===== src/rtl/l1_arb_pkg.sv =====
// Shared types and default widths for the L1 I/D miss-port to L2 arbiter.
package l1_arb_pkg;

  localparam int ADDR_W_DEF = 16;
  localparam int LINE_W_DEF = 128;

  typedef enum logic [1:0] {
    IDLE    = 2'd0,
    SERVE_I = 2'd1,
    SERVE_D = 2'd2
  } arb_state_t;

  typedef enum logic {
    OP_READ  = 1'b0,
    OP_WRITE = 1'b1
  } arb_op_t;

endpackage


===== src/rtl/l1_l2_arbiter_if.sv =====
// Bus bundle between the split L1 miss ports, the arbiter and the L2 request port.
interface l1_l2_arbiter_if
  import l1_arb_pkg::*;
#(
  parameter int ADDR_W = ADDR_W_DEF,
  parameter int LINE_W = LINE_W_DEF
);

  logic              i_read;
  logic [ADDR_W-1:0] i_address;
  logic [LINE_W-1:0] i_rdata;
  logic              i_resp;

  logic              d_read;
  logic              d_write;
  logic [ADDR_W-1:0] d_address;
  logic [LINE_W-1:0] d_wdata;
  logic [LINE_W-1:0] d_rdata;
  logic              d_resp;

  logic              l2_read;
  logic              l2_write;
  logic [ADDR_W-1:0] l2_address;
  logic [LINE_W-1:0] l2_wdata;
  logic [LINE_W-1:0] l2_rdata;
  logic              l2_resp;

  // Arbiter side
  modport slave (
    input  i_read, i_address, d_read, d_write, d_address, d_wdata, l2_rdata, l2_resp,
    output i_rdata, i_resp, d_rdata, d_resp, l2_read, l2_write, l2_address, l2_wdata
  );

  // Caches / L2 side
  modport master (
    output i_read, i_address, d_read, d_write, d_address, d_wdata, l2_rdata, l2_resp,
    input  i_rdata, i_resp, d_rdata, d_resp, l2_read, l2_write, l2_address, l2_wdata
  );

endinterface


===== src/rtl/l1_arb_latch.sv =====
// Load-enabled holding register for the granted address, write data and operation.
module l1_arb_latch
  import l1_arb_pkg::*;
#(
  parameter int ADDR_W = ADDR_W_DEF,
  parameter int LINE_W = LINE_W_DEF
) (
  input  logic              clk,
  input  logic              reset,
  input  logic              load,
  input  logic [ADDR_W-1:0] addr_in,
  input  logic [LINE_W-1:0] wdata_in,
  input  arb_op_t           op_in,
  output logic [ADDR_W-1:0] addr,
  output logic [LINE_W-1:0] wdata,
  output arb_op_t           op
);

  always_ff @(posedge clk or negedge reset) begin
    if (!reset) begin
      addr  <= '0;
      wdata <= '0;
      op    <= OP_READ;
    end else if (load) begin
      addr  <= addr_in;
      wdata <= wdata_in;
      op    <= op_in;
    end
  end

endmodule


===== src/rtl/l1_l2_arbiter.sv =====
// Grants the I or D miss port onto the single L2 port and returns the response.
// Build option: ARB_ROUND_ROBIN_EN selects round-robin instead of D-first priority.
module l1_l2_arbiter
  import l1_arb_pkg::*;
#(
  parameter int ADDR_W = ADDR_W_DEF,
  parameter int LINE_W = LINE_W_DEF
) (
  input  logic            clk,
  input  logic            reset,
  l1_l2_arbiter_if.slave  bus
);

  arb_state_t        state;
  arb_state_t        state_nxt;
  logic              i_req;
  logic              d_req;
  logic              grant_i;
  logic              grant_d;
  logic              load;
  logic [ADDR_W-1:0] addr_in;
  logic [LINE_W-1:0] wdata_in;
  arb_op_t           op_in;
  logic [ADDR_W-1:0] addr_lat;
  logic [LINE_W-1:0] wdata_lat;
  arb_op_t           op_lat;

  assign i_req = bus.i_read;
  assign d_req = bus.d_read | bus.d_write;

`ifdef ARB_ROUND_ROBIN_EN
  logic last_grant;  // 0: I served last, 1: D served last

  assign grant_d = d_req & (~i_req | ~last_grant);

  always_ff @(posedge clk or negedge reset) begin
    if (!reset)
      last_grant <= 1'b0;
    else if (load)
      last_grant <= grant_d;
  end
`else
  assign grant_d = d_req;
`endif

  assign grant_i = i_req & ~grant_d;
  assign load    = (state == IDLE) & (grant_i | grant_d);

  // A simultaneous d_read/d_write is treated as a writeback.
  always_comb begin
    addr_in  = grant_d ? bus.d_address : bus.i_address;
    wdata_in = grant_d ? bus.d_wdata : '0;
    op_in    = (grant_d & bus.d_write) ? OP_WRITE : OP_READ;
  end

  always_comb begin
    state_nxt = state;
    case (state)
      IDLE: begin
        if (grant_d)      state_nxt = SERVE_D;
        else if (grant_i) state_nxt = SERVE_I;
      end
      SERVE_I, SERVE_D: begin
        if (bus.l2_resp) state_nxt = IDLE;
      end
      default: state_nxt = IDLE;
    endcase
  end

  always_ff @(posedge clk or negedge reset) begin
    if (!reset)
      state <= IDLE;
    else
      state <= state_nxt;
  end

  l1_arb_latch #(
    .ADDR_W (ADDR_W),
    .LINE_W (LINE_W)
  ) u_latch (
    .clk      (clk),
    .reset    (reset),
    .load     (load),
    .addr_in  (addr_in),
    .wdata_in (wdata_in),
    .op_in    (op_in),
    .addr     (addr_lat),
    .wdata    (wdata_lat),
    .op       (op_lat)
  );

  // Strobes come straight from flops; responses are combinational on l2_resp.
  assign bus.l2_read    = (state != IDLE) & (op_lat == OP_READ);
  assign bus.l2_write   = (state != IDLE) & (op_lat == OP_WRITE);
  assign bus.l2_address = addr_lat;
  assign bus.l2_wdata   = wdata_lat;

  assign bus.i_resp  = (state == SERVE_I) & bus.l2_resp;
  assign bus.d_resp  = (state == SERVE_D) & bus.l2_resp;
  assign bus.i_rdata = bus.l2_rdata;
  assign bus.d_rdata = bus.l2_rdata;

endmodule

===== src/flat_wrapper.sv =====
// flat-port wrapper written by rule: the top's interface ports become plain ports
module l1_l2_arbiter_flat import l1_arb_pkg::*;
#(
  parameter int ADDR_W = ADDR_W_DEF,
  parameter int LINE_W = LINE_W_DEF
)
  (clk, reset, bus_i_read, bus_i_address, bus_d_read, bus_d_write, bus_d_address, bus_d_wdata, bus_l2_rdata, bus_l2_resp, bus_i_rdata, bus_i_resp, bus_d_rdata, bus_d_resp, bus_l2_read, bus_l2_write, bus_l2_address, bus_l2_wdata);
  l1_l2_arbiter_if #(.ADDR_W(ADDR_W), .LINE_W(LINE_W)) bus_i ();
  input  logic clk;
  input  logic reset;
  input wire logic [$bits(bus_i.i_read)-1:0] bus_i_read;
  input wire logic [$bits(bus_i.i_address)-1:0] bus_i_address;
  input wire logic [$bits(bus_i.d_read)-1:0] bus_d_read;
  input wire logic [$bits(bus_i.d_write)-1:0] bus_d_write;
  input wire logic [$bits(bus_i.d_address)-1:0] bus_d_address;
  input wire logic [$bits(bus_i.d_wdata)-1:0] bus_d_wdata;
  input wire logic [$bits(bus_i.l2_rdata)-1:0] bus_l2_rdata;
  input wire logic [$bits(bus_i.l2_resp)-1:0] bus_l2_resp;
  output wire logic [$bits(bus_i.i_rdata)-1:0] bus_i_rdata;
  output wire logic [$bits(bus_i.i_resp)-1:0] bus_i_resp;
  output wire logic [$bits(bus_i.d_rdata)-1:0] bus_d_rdata;
  output wire logic [$bits(bus_i.d_resp)-1:0] bus_d_resp;
  output wire logic [$bits(bus_i.l2_read)-1:0] bus_l2_read;
  output wire logic [$bits(bus_i.l2_write)-1:0] bus_l2_write;
  output wire logic [$bits(bus_i.l2_address)-1:0] bus_l2_address;
  output wire logic [$bits(bus_i.l2_wdata)-1:0] bus_l2_wdata;
  assign bus_i.i_read = bus_i_read;
  assign bus_i.i_address = bus_i_address;
  assign bus_i.d_read = bus_d_read;
  assign bus_i.d_write = bus_d_write;
  assign bus_i.d_address = bus_d_address;
  assign bus_i.d_wdata = bus_d_wdata;
  assign bus_i.l2_rdata = bus_l2_rdata;
  assign bus_i.l2_resp = bus_l2_resp;
  assign bus_i_rdata = bus_i.i_rdata;
  assign bus_i_resp = bus_i.i_resp;
  assign bus_d_rdata = bus_i.d_rdata;
  assign bus_d_resp = bus_i.d_resp;
  assign bus_l2_read = bus_i.l2_read;
  assign bus_l2_write = bus_i.l2_write;
  assign bus_l2_address = bus_i.l2_address;
  assign bus_l2_wdata = bus_i.l2_wdata;
  l1_l2_arbiter #(.ADDR_W(ADDR_W), .LINE_W(LINE_W)) u_core (.clk(clk), .reset(reset), .bus(bus_i));
endmodule

===== config.mk =====
export PLATFORM = sky130hd
export DESIGN_NAME = l1_l2_arbiter_flat
export DESIGN_NICKNAME = d
export VERILOG_FILES = /design/src/rtl/l1_arb_pkg.sv /design/src/rtl/l1_l2_arbiter_if.sv /design/src/rtl/l1_arb_latch.sv /design/src/rtl/l1_l2_arbiter.sv /design/src/flat_wrapper.sv
export SDC_FILE = /design/constraint.sdc
export NUM_CORES = 1
export LEC_CHECK = 0
export ABC_AREA = 1
export BUFFER_PORTS_ARGS = -buffer_cell sky130_fd_sc_hd__buf_2
export CAP_MARGIN = 10
export CELL_PAD_IN_SITES_DETAIL_PLACEMENT = 1
export CELL_PAD_IN_SITES_GLOBAL_PLACEMENT = 1
export CORE_AREA = 4 4 272 274
export DETAILED_ROUTE_END_ITERATION = 10
export DIE_AREA = 0 0 276 278
export GPL_ROUTABILITY_DRIVEN = 1
export GPL_TIMING_DRIVEN = 1
export PLACE_DENSITY = 0.45
export REMOVE_ABC_BUFFERS = 1
export SYNTH_ARGS = -nofsm -noshare
export SYNTH_HDL_FRONTEND = slang
export SYNTH_SLANG_ARGS = --single-unit

===== constraint.sdc =====
create_clock -name clk -period 3.5 [get_ports clk]
set_clock_uncertainty 0.05 [all_clocks]
set_input_delay 0.35 -clock clk [delete_from_list [all_inputs] [get_ports clk]]
set_output_delay 0.35 -clock clk [all_outputs]
set_load 0.02 [all_outputs]

==> impl_metrics.py, run 1 <==
metrics = {
    "logic_synthesis": {
        "synthXorXnorAreaFrac": 0,
        "synth_mux_area_frac": 0,
        "post_synth.cell_area_avg_um2": 8.26,
        "netlist_instances": 955,
        "synth.yosys.seq_area_share": 0.467,
        "post_synth_num_cell_types": 16,
        "syn-cell-area_um2": 7880,
        "synth_adder_area_share": 0.00476,
        "number_of_storage_elements_in_the_synthesis_netlist": 147,
        "simple_gate_area_share_of_the_yosys_netlist": 0.247,
        "yosys_warnings": 0,
        "synthesized_area_fraction_occupied_by_ao_oa_aoi_and_oai_cells": 0.000635,
        "combinational_family_with_the_most_area_after_synthesis": "buffers and inverters",
    },
    "sta": {
        "finalSetupTns_ns": 0,
        "setup_viol_count_final": 0,
        "achievable-frequency_mhz": 455,
        "min_period_over_period": 0.628,
        "worst_slew_pin_slew_ns": 0.784,
        "slew-limit-headroom": 0.477,
        "timing.final.crit_period_ns": 2.20,
        "finalHoldViolations": 0,
        "grt_setup_unrepaired": "false",
        "final_max_slew_viol_count": 0,
    },
    "grt": {
        "grt_max_degree": 130,
        "grt.overflow.total": 0,
        "grt_pass1_wl_um": 95700,
        "globalRouteTotalUtil": 0.197,
        "grt_pass1_vias": 7385,
        "grt_antenna_before_repair": 10,
    },
    "detailed_routing": {
        "via_count": 7186,
        "drtIter0Drc": 362,
        "drt-met1-wl_um": 20700,
        "remaining_drc_errors": 0,
        "routed.top_layer": "met5",
        "postRouteWirelength_um": 77500,
        "wl_met2_um": 34100,
        "detailroute.wirelength.met3_um": 19000,
        "post_drt_via_cell_ratio": 3.47,
        "detail_route.wl_per_cell_um": 37.4,
        "ant_nets": 0,
        "detail_route.first_pass.iterations": 4,
    },
    "power": {
        "sequential_share_of_power": 0.328,
        "switching_share_of_total_power": 0.485,
        "clock_power_share": 0.206,
        "comb_power_share": 0.466,
        "total_leakage_power_uw": 0.00544,
        "power_density_nw_per_um2": 878,
        "vdd_drop_max_mv": 0.357,
        "p_int_uw": 4590,
        "psw_uw": 4320,
    },
    "run_status": {
        "outcome": "completed",
    },
    "cts": {
        "cts_sinks": 147,
        "cts_root_buffer": "sky130_fd_sc_hd__clkbuf_16",
        "cts_tree": "done",
        "cts_resized": 0,
        "cts.reportedPaths.clkPinSlew_ns": 0.07,
        "clock_tree.htree_level_count": 4,
        "cts_inserted_buffers": 17,
        "ctsLongestPathBuffers": 2,
        "clkLatencyLatePin_ns": 0.47,
    },
    "die": {
        "floorplan.core_area_um2": 71400,
        "boundaryPins": 698,
        "floorplan_die_area_um2": 76700,
        "floorplan.initialDensity": 0.110,
        "fp.dieW_um": 276,
        "chipHeight_um": 278,
        "row_count": 98,
    },
    "finish": {
        "drive_above_1_share": 0.323,
        "final_cell_mix": "478 x sky130_fd_sc_hd__nand2_1, 312 x sky130_fd_sc_hd__buf_2, 147 x sky130_fd_sc_hd__dfrtp_1",
        "areaGrowthSynthToFinish_pct": 28.8,
        "mostFrequentLayoutCell": "sky130_fd_sc_hd__nand2_1",
        "final_net_count": 1403,
        "final_cell_count_no_fill": 2072,
    },
    "critical_path": {
        "crit_slowest_cell": "sky130_fd_sc_hd__buf_4",
        "crit_arrival_ns": 2.55,
        "worstSetupEndpointType": "register",
        "crit_path_start_kind": "register",
        "critical-path-top-cell-by-count": "sky130_fd_sc_hd__nand2_1",
        "critPathMaxFanout": 65,
        "critical-path-max-stage-delay_ns": 0.59,
        "timing.critical_path.required_ns": 3.86,
        "worstPathCellList": "inv_1, ha_1, nand2_4, inv_2, nor2_4, buf_4, nand2_1, nand2_1",
        "setup.worst_path.class": "register to register",
    },
    "placed_design": {
        "numPlacedInstances": 1936,
        "hpwl_um": 66700,
        "port_buffer_count": 313,
        "routability_congestion_estimate_from_global_placement": 0.858,
    },
    "flow_run": {
        "cap_violations": 0,
    },
    "worst_hold_path": {
        "min_path_type": "primary input to register",
    },
}
-- cell families after synthesis --
kind of cell | Yosys count
AO/OA/AOI/OAI | 1
flip-flops | 147
buffers and inverters | 301
adder cells (fa/ha/maj) | 3
AND/OR/NAND/NOR | 503
-- routing by layer --
layer / track usage / vias up
met5: 0.129 / -
met4: 0.0578 / 26
met3: 0.245 / 83
met2: 0.303 / 855
met1: 0.142 / 3300
li1: - / 2922
-- path summary, 6_finish.rpt --
| check | start | end | slack [ns] | depth (start not counted) |
|---|---|---|---|---|
| max | u_core.state[0] | u_core.u_latch.wdata[70] | 1.30 | 8 |
| min | bus_d_wdata[96] | u_core.u_latch.wdata[96] | 0.05 | 3 |
| max reg2reg | u_core.state[0] | u_core.u_latch.wdata[70] | 1.30 | 8 |
| min reg2reg | u_core.u_latch.wdata[67] | u_core.u_latch.wdata[67] | 0.42 | 2 |
| max in group asynchronous | reset | u_core.u_latch.wdata[113] | 2.13 | 3 |
| min in group asynchronous | reset | u_core.u_latch.wdata[59] | 0.42 | 2 |
-- Yosys cell counts (all sizes together) --
library cell | instances | area (um2)
dfrtp | 147 | 3680
inv | 11 | 41.3
clkbuf | 1 | 3.75
ha | 3 | 37.5
nand3 | 16 | 80.1
buf | 289 | 2170
nand2 | 482 | 1820
a21oi | 1 | 5.00
nor2 | 5 | 41.3
-- state kept, by name, indices dropped and copies added (netlist names) --
register / flops
u_core.state: 2
u_core.u_latch.wdata: 128
u_core.u_latch.addr: 16
u_core.u_latch.op: 1
-- power by group through the flow --
stage,Combinational (uW),Sequential (uW),Clock (uW)
2_1_floorplan,1340,3810,0
3_3_place_gp,4120,2940,0
3_5_place_dp,4180,2950,0
4_1_cts,4280,2930,1950
5_1_grt,4580,3020,2000
6_report,4150,2920,1840
-- area by class of cell --
class	instances	area, um2
Multi-Input combinational cell	507	1990
Antenna cell	3	7.51
Inverter	11	41.3
Clock buffer	17	425
Fill cell	8593	61200
Clock inverter	15	144
Timing Repair Buffer	422	2680
Tap cell	950	1190
Sequential cell	147	3680
-- worst max-delay path, delay by kind of cell, from the launching register on --
family        cells  cell delay [ns]
fa+ha+maj         1             0.31
flops             1             0.36
buf+inv           3             0.74
simple gates      4             0.58
-- stage by stage --
stage / instance area (um2) / total power (uW) / util / setup slack [ns] / hold WS [ns]
after floorplan: 5710 / 5140 / - / 0.0258 / 0.00441
final: 10200 / 8910 / 0.142 / 1.30 / 0.0533
after CTS: 10100 / 9170 / 0.142 / 1.27 / 0.00106
after detailed placement: 8570 / 7130 / 0.120 / 1.30 / 0.407
after global routing: 10200 / 9600 / 0.142 / 1.12 / 0.0130
after global placement: 8570 / 7070 / 0.120 / 1.38 / 0.394
-- timing repair --
item | 4_1_cts | 5_1_grt
buffers inserted | 0 | 0
hold endpoints to repair | 165 | 0
hold buffers | 101 | 0
Note: power is estimated with default switching activity, not from simulation.
==> inputs of run 2 (changes only) <==
--- a/config.mk
+++ b/config.mk
@@ -10,12 +10,12 @@
 export CAP_MARGIN = 10
 export CELL_PAD_IN_SITES_DETAIL_PLACEMENT = 1
 export CELL_PAD_IN_SITES_GLOBAL_PLACEMENT = 1
-export CORE_AREA = 4 4 272 274
+export CORE_AREA = 4 4 269 271
 export DETAILED_ROUTE_END_ITERATION = 10
-export DIE_AREA = 0 0 276 278
+export DIE_AREA = 0 0 273 275
 export GPL_ROUTABILITY_DRIVEN = 1
 export GPL_TIMING_DRIVEN = 1
-export PLACE_DENSITY = 0.45
+export PLACE_DENSITY = 0.47
 export REMOVE_ABC_BUFFERS = 1
 export SYNTH_ARGS = -nofsm -noshare
 export SYNTH_HDL_FRONTEND = slang
==> constraint.sdc (replaced) <==
create_clock -name clk -period 1.9 [get_ports clk]
set_clock_uncertainty 0.05 [all_clocks]
set_input_delay 0.19 -clock clk [delete_from_list [all_inputs] [get_ports clk]]
set_output_delay 0.19 -clock clk [all_outputs]
set_load 0.02 [all_outputs]
==> impl_metrics.py, run 2 (synthesis gave the netlist of run 1 again) <==
metrics = {
    "die": {
        "chipHeight_um": 275,
        "floorplan.initialDensity": 0.113,
        "boundaryPins": 698,
        "floorplan.core_area_um2": 69800,
        "row_count": 97,
        "floorplan_die_area_um2": 75100,
        "fp.dieW_um": 273,
    },
    "placed_design": {
        "routability_congestion_estimate_from_global_placement": 0.873,
        "hpwl_um": 66700,
        "port_buffer_count": 313,
        "dpl_worst_slack_ns": 0.149,
    },
    "grt": {
        "grt_max_degree": 68,
        "grt_antenna_before_repair": 10,
        "grt_pass1_vias": 7619,
        "globalRouteTotalUtil": 0.201,
        "grt_pass1_wl_um": 95000,
        "grt.overflow.total": 0,
    },
    "detailed_routing": {
        "ant_nets": 0,
        "detail_route.wl_per_cell_um": 36.5,
        "drtIter0Drc": 396,
        "remaining_drc_errors": 0,
        "postRouteWirelength_um": 77600,
        "via_count": 7498,
        "post_drt_via_cell_ratio": 3.53,
        "detail_route.first_pass.iterations": 4,
    },
    "critical_path": {
        "critical-path-max-stage-delay_ns": 0.55,
        "worstSetupEndpointType": "register",
        "worst_r2r_path_depth": 8,
        "worst_r2r_endpoint": "u_core.u_latch.wdata[76]",
        "worst_path_top_cell_family_by_delay": "buffers and inverters",
        "critPathMaxFanout": 17,
        "r2r_setup_slack_ns": 0.26,
        "worstPathCellList": "dlygate4sd3_1, buf_2, nor2_4, buf_4, nand2_1, nand2_1, dlygate4sd3_1, nand2_1, nand2_1",
        "setup.worst_path.class": "primary input to register",
        "crit_path_start_kind": "primary input",
        "crit_arrival_ns": 2.16,
        "timing.critical_path.required_ns": 2.26,
        "critical-path-top-cell-by-count": "sky130_fd_sc_hd__nand2_1",
        "crit_slowest_cell": "sky130_fd_sc_hd__dlygate4sd3_1",
        "crit-reg2reg-launch": "u_core.state[0]",
        "timing.critical_path.buf_inv": 4,
    },
    "cts": {
        "cts_tree": "done",
        "clkLatencyLatePin_ns": 0.48,
        "cts_inserted_buffers": 17,
        "cts_sinks": 147,
        "cts.reportedPaths.clkPinSlew_ns": 0.07,
        "cts_root_buffer": "sky130_fd_sc_hd__clkbuf_16",
        "clock_tree.htree_level_count": 4,
        "postCtsSetupRepairBufs": 0,
        "ctsLongestPathBuffers": 2,
    },
    "finish": {
        "biggest_regs": "u_core.u_latch.wdata x128, u_core.u_latch.addr x16, u_core.state x2",
        "final_cell_mix": "478 x sky130_fd_sc_hd__nand2_1, 310 x sky130_fd_sc_hd__buf_2, 153 x sky130_fd_sc_hd__dlygate4sd3_1",
        "mostFrequentLayoutCell": "sky130_fd_sc_hd__nand2_1",
        "drive_above_1_share": 0.318,
        "largest_register_by_flop_count": "u_core.u_latch.wdata",
        "final_net_count": 1466,
        "largest_reg_flops": 128,
        "areaGrowthSynthToFinish_pct": 38.4,
        "finish.utilization": 0.156,
    },
    "sta": {
        "min_period_over_period": 0.948,
        "timing.final.crit_period_ns": 1.80,
        "slew-limit-headroom": 0.685,
        "fin_ws_ns": 0.0993,
        "finalHoldViolations": 0,
        "setup_viol_count_final": 0,
        "achievable-frequency_mhz": 555,
        "final_max_slew_viol_count": 0,
        "grt_setup_unrepaired": "false",
        "worst_slew_pin_slew_ns": 0.473,
    },
    "flow_run": {
        "cap_violations": 0,
    },
    "run_status": {
        "outcome": "completed",
    },
    "power": {
        "total_leakage_power_uw": 0.00577,
        "power_density_nw_per_um2": 1580,
        "vdd_drop_max_mv": 0.611,
    },
    "worst_hold_path": {
        "min_path_type": "primary input to asynchronous set/reset pin",
    },
}
[run 2: layer usage]
layer  part of all wire  GRT usage  wire [um]
met2               0.44      0.315      33800
met3               0.25      0.241      19700
met4              0.034     0.0636       2670
met5              0.021      0.151       1630
met1               0.25      0.144      19800
[run 2: report_power, final]
group / switching, uW / total (uW) / internal (uW)
sequential: 778 / 5330 / 4550
combinational: 5460 / 7990 / 2530
clock: 1650 / 3930 / 2270
[run 2: how the worst max path moves through the flow]
stage / from / end / cells after the start
final: bus_d_write / u_core.u_latch.addr[11] / 9
after global routing: u_core.state[0] / bus_l2_write / 5
after CTS: u_core.state[0] / bus_l2_write / 5
after detailed placement: u_core.state[0] / u_core.u_latch.wdata[76] / 8
after global placement: u_core.state[0] / u_core.u_latch.wdata[35] / 7
after floorplan: u_core.state[0] / u_core.u_latch.op / 7
[run 2: final cells by class]
cell class                 instances  area, um2
fill                            8387      58900
sequential                       147       3680
timing repair buffer             485       3340
multi-input combinational        507       2010
tap                              940       1180
clock buffer                      18        439
clock inverter                    14        216
inverter                          11       41.3
antenna                            5       12.5
[run 2: timing repair]
| item | CTS | global route |
|---|---|---|
| resized for setup | 5 | 3 |
| setup endpoints to repair | 2 | 3 |
| hold buffers | 153 | 0 |
| hold endpoints to repair | 290 | 0 |
| pin swaps | 1 | 0 |
[run 2: stage by stage]
stage          cell area [um2]  setup TNS, ns  hold slack, ns  total power [uW]  instances
4_1_cts                  10900              0         0.00105             17700       2122
3_5_place_dp              8690              0         -0.0199             13200       1937
2_1_floorplan             5710        -203.73          -0.156              9470        665
6_report                 10900              0          0.0593             17200       2127
5_1_grt                  10900              0          0.0310             18600       2126
3_3_place_gp              8690              0         -0.0189             13100       1937
